[src/rtl/uart_fifo.sv]
// UART with configurable framing: TX valid/ready holding register + shift FSM,
// RX synchroniser + majority-vote FSM feeding a FIFO with per-entry error flags.
//   state    | meaning
//   S_IDLE   | line idle; TX waits for holding reg, RX waits for falling edge
//   S_START  | start bit (RX aborts to IDLE on a glitch)
//   S_DATA   | data bits, LSB first
//   S_PARITY | parity bit, only when PARITY != 0
//   S_STOP   | stop bit(s); RX writes the FIFO at the mid-sample
module uart_fifo #(
    parameter int CLKS_PER_BIT = 1250,
    parameter int DATA_BITS    = 8,
    parameter int PARITY       = 0,
    parameter int STOP_BITS    = 1,
    parameter int FIFO_DEPTH   = 16
) (
    input  logic                 clk,
    input  logic                 rst,
    input  logic                 rx,
    output logic                 tx,
    output logic                 rx_valid,
    input  logic                 rx_ready,
    output logic [DATA_BITS-1:0] rx_data,
    output logic                 rx_frame_err,
    output logic                 rx_parity_err,
    output logic                 rx_overrun,
    input  logic                 rx_overrun_clr,
    input  logic                 tx_valid,
    output logic                 tx_ready,
    input  logic [DATA_BITS-1:0] tx_data,
    output logic                 tx_busy
);
    localparam int CW = $clog2(CLKS_PER_BIT * 2) + 1;
    localparam int BW = $clog2(DATA_BITS) + 1;
    localparam int AW = $clog2(FIFO_DEPTH);
    localparam int EW = DATA_BITS + 2;

    localparam logic [CW-1:0] CNT_ONE = CW'(1);
    localparam logic [CW-1:0] CPB_M1  = CW'(CLKS_PER_BIT - 1);
    localparam logic [CW-1:0] CPB_M2  = CW'(CLKS_PER_BIT - 2);
    localparam logic [CW-1:0] STOP_M1 = CW'(STOP_BITS * CLKS_PER_BIT - 1);
    localparam logic [CW-1:0] SMP0    = CW'(CLKS_PER_BIT - CLKS_PER_BIT / 2);
    localparam logic [CW-1:0] SMP1    = CW'(CLKS_PER_BIT - 1 - CLKS_PER_BIT / 2);
    localparam logic [CW-1:0] SMP2    = CW'(CLKS_PER_BIT - 2 - CLKS_PER_BIT / 2);
    localparam logic [BW-1:0] BIT_ONE  = BW'(1);
    localparam logic [BW-1:0] BIT_LAST = BW'(DATA_BITS - 1);
    localparam logic [AW:0]   PTR_ONE  = (AW + 1)'(1);
    localparam logic          PAR_EN   = (PARITY != 0);
    localparam logic          ODD      = (PARITY == 2);

    typedef enum logic [2:0] {S_IDLE, S_START, S_DATA, S_PARITY, S_STOP} state_t;

    // ---------------- TX ----------------
    state_t                 tx_state_q, tx_state_d;
    logic [CW-1:0]          tx_cnt_q, tx_cnt_d;
    logic [BW-1:0]          tx_bit_q, tx_bit_d;
    logic [DATA_BITS-1:0]   tx_shift_q, tx_shift_d;
    logic [DATA_BITS-1:0]   tx_hold_q, tx_hold_d;
    logic                   tx_full_q, tx_full_d;
    logic                   tx_par_q, tx_par_d;
    logic                   tx_load;

    always_ff @(posedge clk) begin
        if (rst) begin
            tx_state_q <= S_IDLE;
            tx_cnt_q   <= '0;
            tx_bit_q   <= '0;
            tx_shift_q <= '0;
            tx_hold_q  <= '0;
            tx_full_q  <= 1'b0;
            tx_par_q   <= 1'b0;
        end else begin
            tx_state_q <= tx_state_d;
            tx_cnt_q   <= tx_cnt_d;
            tx_bit_q   <= tx_bit_d;
            tx_shift_q <= tx_shift_d;
            tx_hold_q  <= tx_hold_d;
            tx_full_q  <= tx_full_d;
            tx_par_q   <= tx_par_d;
        end
    end

    always_comb begin
        tx_state_d = tx_state_q;
        tx_cnt_d   = tx_cnt_q;
        tx_bit_d   = tx_bit_q;
        tx_shift_d = tx_shift_q;
        tx_hold_d  = tx_hold_q;
        tx_full_d  = tx_full_q;
        tx_par_d   = tx_par_q;
        tx_load    = 1'b0;
        if (tx_state_q != S_IDLE) tx_cnt_d = tx_cnt_q - CNT_ONE;
        case (tx_state_q)
            S_IDLE: tx_load = tx_full_q;
            S_START: begin
                if (tx_cnt_q == '0) begin
                    tx_state_d = S_DATA;
                    tx_cnt_d   = CPB_M1;
                    tx_bit_d   = '0;
                end
            end
            S_DATA: begin
                if (tx_cnt_q == '0) begin
                    tx_shift_d = tx_shift_q >> 1;
                    tx_cnt_d   = CPB_M1;
                    if (tx_bit_q == BIT_LAST) begin
                        tx_state_d = PAR_EN ? S_PARITY : S_STOP;
                        tx_cnt_d   = PAR_EN ? CPB_M1 : STOP_M1;
                    end else begin
                        tx_bit_d = tx_bit_q + BIT_ONE;
                    end
                end
            end
            S_PARITY: begin
                if (tx_cnt_q == '0) begin
                    tx_state_d = S_STOP;
                    tx_cnt_d   = STOP_M1;
                end
            end
            S_STOP: begin
                // a queued byte follows the last stop clock with no idle gap
                if (tx_cnt_q == '0) begin
                    if (tx_full_q) tx_load = 1'b1;
                    else           tx_state_d = S_IDLE;
                end
            end
            default: tx_state_d = S_IDLE;
        endcase
        if (tx_load) begin
            tx_state_d = S_START;
            tx_cnt_d   = CPB_M1;
            tx_shift_d = tx_hold_q;
            tx_par_d   = (^tx_hold_q) ^ ODD;
            tx_full_d  = 1'b0;
        end
        if (tx_valid && !tx_full_q) begin
            tx_hold_d = tx_data;
            tx_full_d = 1'b1;
        end
    end

    always_comb begin
        tx = 1'b1;
        case (tx_state_q)
            S_START:  tx = 1'b0;
            S_DATA:   tx = tx_shift_q[0];
            S_PARITY: tx = tx_par_q;
            default:  tx = 1'b1;
        endcase
    end

    assign tx_ready = !tx_full_q;
    assign tx_busy  = (tx_state_q != S_IDLE);

    // ---------------- RX ----------------
    logic                   sync1_q, sync2_q, prev_q;
    state_t                 rx_state_q, rx_state_d;
    logic [CW-1:0]          rx_cnt_q, rx_cnt_d;
    logic [BW-1:0]          rx_bit_q, rx_bit_d;
    logic [DATA_BITS-1:0]   rx_sh_q, rx_sh_d;
    logic [1:0]             smp_q, smp_d;
    logic                   rx_pe_q, rx_pe_d;
    logic                   maj, mid, last, rx_wr, rx_fe;

    always_ff @(posedge clk) begin
        if (rst) begin
            sync1_q    <= 1'b1;
            sync2_q    <= 1'b1;
            prev_q     <= 1'b1;
            rx_state_q <= S_IDLE;
            rx_cnt_q   <= '0;
            rx_bit_q   <= '0;
            rx_sh_q    <= '0;
            smp_q      <= 2'b11;
            rx_pe_q    <= 1'b0;
        end else begin
            sync1_q    <= rx;
            sync2_q    <= sync1_q;
            prev_q     <= sync2_q;
            rx_state_q <= rx_state_d;
            rx_cnt_q   <= rx_cnt_d;
            rx_bit_q   <= rx_bit_d;
            rx_sh_q    <= rx_sh_d;
            smp_q      <= smp_d;
            rx_pe_q    <= rx_pe_d;
        end
    end

    always_comb begin
        rx_state_d = rx_state_q;
        rx_cnt_d   = rx_cnt_q;
        rx_bit_d   = rx_bit_q;
        rx_sh_d    = rx_sh_q;
        smp_d      = smp_q;
        rx_pe_d    = rx_pe_q;
        rx_wr      = 1'b0;
        rx_fe      = 1'b0;
        maj  = (smp_q[0] & smp_q[1]) | (smp_q[0] & sync2_q) | (smp_q[1] & sync2_q);
        mid  = (rx_cnt_q == SMP2);
        last = (rx_cnt_q == '0);
        if (rx_state_q != S_IDLE) begin
            rx_cnt_d = last ? CPB_M1 : rx_cnt_q - CNT_ONE;
            if (rx_cnt_q == SMP0) smp_d[0] = sync2_q;
            if (rx_cnt_q == SMP1) smp_d[1] = sync2_q;
        end
        case (rx_state_q)
            S_IDLE: begin
                // edge cycle is bit offset 0, so the next cycle is offset 1
                if (prev_q && !sync2_q) begin
                    rx_state_d = S_START;
                    rx_cnt_d   = CPB_M2;
                    rx_pe_d    = 1'b0;
                end
            end
            S_START: begin
                if (mid && maj) begin
                    rx_state_d = S_IDLE;
                end else if (last) begin
                    rx_state_d = S_DATA;
                    rx_bit_d   = '0;
                end
            end
            S_DATA: begin
                if (mid) rx_sh_d = {maj, rx_sh_q[DATA_BITS-1:1]};
                if (last) begin
                    if (rx_bit_q == BIT_LAST) rx_state_d = PAR_EN ? S_PARITY : S_STOP;
                    else                      rx_bit_d   = rx_bit_q + BIT_ONE;
                end
            end
            S_PARITY: begin
                if (mid)  rx_pe_d    = maj ^ (^rx_sh_q) ^ ODD;
                if (last) rx_state_d = S_STOP;
            end
            S_STOP: begin
                if (mid) begin
                    rx_wr      = 1'b1;
                    rx_fe      = !maj;
                    rx_state_d = S_IDLE;
                end
            end
            default: rx_state_d = S_IDLE;
        endcase
    end

    // ---------------- RX FIFO ----------------
    logic [EW-1:0] mem_q [FIFO_DEPTH];
    logic [AW:0]   wptr_q, wptr_d, rptr_q, rptr_d;
    logic          ovr_q, ovr_d;
    logic          empty, full, rd_en, wr_en;
    logic [EW-1:0] head;

    always_comb begin
        empty  = (wptr_q == rptr_q);
        full   = (wptr_q[AW] != rptr_q[AW]) && (wptr_q[AW-1:0] == rptr_q[AW-1:0]);
        rd_en  = !empty && rx_ready;
        // a pop in the same cycle frees the slot the write needs
        wr_en  = rx_wr && (!full || rd_en);
        wptr_d = wr_en ? wptr_q + PTR_ONE : wptr_q;
        rptr_d = rd_en ? rptr_q + PTR_ONE : rptr_q;
        ovr_d  = ovr_q;
        if (rx_overrun_clr)  ovr_d = 1'b0;
        if (rx_wr && !wr_en) ovr_d = 1'b1;
    end

    always_ff @(posedge clk) begin
        if (rst) begin
            wptr_q <= '0;
            rptr_q <= '0;
            ovr_q  <= 1'b0;
        end else begin
            wptr_q <= wptr_d;
            rptr_q <= rptr_d;
            ovr_q  <= ovr_d;
        end
    end

    always_ff @(posedge clk) begin
        if (wr_en) mem_q[wptr_q[AW-1:0]] <= {rx_sh_q, rx_fe, rx_pe_q};
    end

    assign head          = mem_q[rptr_q[AW-1:0]];
    assign rx_data       = head[EW-1:2];
    assign rx_frame_err  = head[1];
    assign rx_parity_err = PAR_EN & head[0];
    assign rx_valid      = !empty;
    assign rx_overrun    = ovr_q;
endmodule

[config.mk]
export PLATFORM = sky130hd
export DESIGN_NAME = uart_fifo
export DESIGN_NICKNAME = d
export VERILOG_FILES = /design/src/rtl/uart_fifo.sv
export SDC_FILE = /design/constraint.sdc
export NUM_CORES = 1
export LEC_CHECK = 0
export CORE_MARGIN = 10
export CORE_UTILIZATION = 50
export CTS_CLUSTER_SIZE = 14
export DETAILED_ROUTE_END_ITERATION = 8
export PLACE_DENSITY = 0.69
export SYNTH_ARGS = -nofsm -noshare
export SYNTH_HDL_FRONTEND = slang
export SYNTH_SLANG_ARGS = --single-unit
[constraint.sdc]
create_clock -name clk -period 2.9 [get_ports clk]
set_clock_uncertainty 0.05 [all_clocks]
set_input_delay 0.58 -clock clk [delete_from_list [all_inputs] [get_ports clk]]
set_output_delay 0.58 -clock clk [all_outputs]
set_load 0.1 [all_outputs]
==> summary.md <==
| Metric | Value |
|---|---|
| Outcome | finished with violations |
| Failing checks | negative setup slack |
| Nature of the critical path endpoint | output port |
| Leakage Power | around 3.8 nW |
| Starting Density | approximately half |
| # diodes | 0 |
| Post-synth EDFFs | 144 |
| Max H-tree Level | 1 |
| Crit path time final | approximately 3000 ps |
| Synth top area cells | edfxtp_1 45%, dfxtp_1 18%, mux4_2 11% |
| HP Class | flip-flop to flip-flop |
| Initial antenna violation count | 0 |
| Placed cell count | 970 |
| Congestion Overflow GR | 0 |
| Cell Pwr Density | 734 nW/um^2 |
| Ports | 29 |
| Antenna Nets Post-Route | 0 |
| Die area | approximately 25000 sq um |
| Flops & latches, synth | 230 |
| Area Overhead vs Synth | 16.8% |
| Max cap viols | 0 |
| Chip height | about 160 microns |
| Slew Limit Fails | 0 |
| YS warnings | 0 |
| Share of synthesized registers carrying an async set or reset | 0% |
| Gate Count Post-Synth | 691 |
| Critical path class | flip-flop to output port |
| Largest net degree at the start of global routing | 37 |
| Fin nets | approximately 760 |
| Worst vdd ir | approximately 0.62 mV |
| Max Freq | between 300 and 400 MHz |
| TritonRoute pass-1 iters | 5 |
| Synth top area share | approximately 45% |
| Cell area after synthesis | between 9000 and 10000 sq um |
| CTS Buf Count | 24 |
| Final setup viols | 9 |
| Clock Path Buffers | 3 |
| First-pass GRT wire length | around 32 mm |
| Post-synth top cells | 144 x edfxtp_1, 86 x dfxtp_1, 66 x nor2_1 |
| CTS tree | built |
| CTS Sinks | 230 |
| Synth cell types | 63 |
| Total Power | between 8 and 9 mW |
| Starting DRC count in detailed routing | 393 |
| Root Buffer | clkbuf_16 |
| Fraction of layout cells with a size suffix above 1 | around a fifth |
| Worst-Margin Slew | ~630 ps |
| Avg Cell Area, Syn | roughly 14 sq um |
| Drt total wl | 20.0 mm |
| Vias per std cell | ~5.7 |
| Seq/Total Area, Yosys | between 60% and 70% |
| CP Data Arrival Time | between 2000 and 2500 ps |
| Syn_nets | about 700 |
| Via Count | approximately 5800 |
| RSZ-0062 raised after global routing | yes |
| Core area | between 15000 and 20000 sq um |
| Register clock-pin slew on the reported worst setup and hold paths | around 70 ps |
| Top FF cell, synth | edfxtp_1 |
| Setup_tns | -779 ps |
| CP Max Fanout | 11 |
| # port buffers | 27 |
| Req. time, crit path | approximately 2300 ps |
| GR Util All Layers | between 10% and 20% |
| Drc violations | 0 |
| Dpl hpwl | 12.9 mm |
| DP Area | approximately 10000 sq um |
| Average routed wire per standard cell | about 20 microns |
| Final hold slack | ~360 ps |
| Clock latency on the worst-skew pair | 510 ps |
| Setup crit start kind | flip-flop |
| Fin worst setup slack | -108 ps |
| Fin area | around 11000 sq um |
| Cell taking the most area after synthesis | edfxtp_1 |
| Placer Congestion | between 0.8 and 0.9 |
| Die Span X | around 160 microns |
| Post-CTS setup buffers | 0 |
| Fin cells | 1015 |
| Most common cell in the netlist | edfxtp_1 |
| Cell Rows | 50 |
| Vias in the first global route | 5904 |
| Hold Violations, Final | 0 |
| Fin crit share | 104% |
| Worst slew margin | between 50 and 60% |
## state kept, by name, indices dropped and copies added, names as in the netlist, 2 cells and up, named ones only
signal and cells:
mem_q 144, rptr_q 5, rx_bit_q 4, rx_cnt_q 13, rx_sh_q 8, rx_state_q 3
smp_q 2, tx_bit_q 4, tx_cnt_q 13, tx_hold_q 8, tx_shift_q 8, tx_state_q 3
wptr_q 5
## worst paths after layout
kind / start / end / slack, ps / depth (start not counted)
setup reg to reg: rx_cnt_q[0] / rx_cnt_q[11] / 350 / 7
setup / recovery: flip-flop / rx_frame_err / -110 / 4
hold / removal: sync1_q / sync2_q / 360 / 1
hold reg to reg: sync1_q / sync2_q / 360 / 1
## worst max-delay path: stages (launching register included)
cell	delay [ps]
dfxtp_4	420
buf_12	180
mux4_2	530
mux4_2	530
buf_12	200
## final cells by class
type | count | area, sq um
Clock inverter | 5 | 57.6
Multi-Input combinational cell | 412 | 3370
Inverter | 13 | 48.8
Sequential cell | 230 | 6050
Timing Repair Buffer | 56 | 618
Fill cell | 1428 | 7600
Clock buffer | 39 | 762
Tap cell | 260 | 325
## per-stage QoR
stage / utilization [%] / worst slack [ps]
floorplan: - / 150
global placement: 55.1 / 421
detailed placement: 55.1 / 381
CTS: 59.7 / -125
global route: 59.7 / -162
finish: 59.7 / -108
## routing by layer
metal / wire (microns) / GRT usage [%] / vias to the layer above
li1: - / - / 2712
met2: 10400 / 28.9 / 133
met5: 0 / 0 / -
met1: 8210 / 20.1 / 2879
met3: 995 / 2.54 / 31
met4: 309 / 3.79 / 0
## cell families (layout without fill, tap and decap cells)
kind of cell    count (synthesis)  after routing  synth area share, %
compound gates                 73             73                 4.80
xor+xnor                       35             35                 3.19
fa+ha+maj                      12             12                 1.54
buf+inv                        49            113                 2.06
flops                         230            230                 62.9
mux                            69             69                 13.1
other cells                     1              1               0.0390
simple gates                  222            222                 12.5
## placed cells by master, fill, tap and decap left out, types with 12 or more instances in the layout
| cell type | instances |
|---|---|
| inv_1 | 13 |
| mux2i_1 | 22 |
| nor2_1 | 66 |
| buf_12 | 12 |
| edfxtp_1 | 144 |
| clkdlybuf4s50_1 | 12 |
| nand3_1 | 14 |
| nor3_1 | 12 |
| and3_1 | 13 |
| buf_4 | 30 |
| mux4_2 | 45 |
| a21oi_1 | 34 |
| clkbuf_16 | 27 |
| xnor2_1 | 24 |
| nand2_1 | 35 |
| dfxtp_1 | 85 |
## report_power, final
| part | switching (mW) | internal (mW) |
|---|---|---|
| sequential | 0.208 | 3.59 |
| combinational | 0.819 | 0.547 |
| clock | 1.20 | 1.89 |
| total | 2.22 | 6.03 |
## timing repair
item,4_1_cts,5_1_grt
setup endpoints to repair,9,9
resized for setup,2,0
hold buffers,0,0
cloned,1,0
Note: power is estimated with default switching activity, not from simulation.
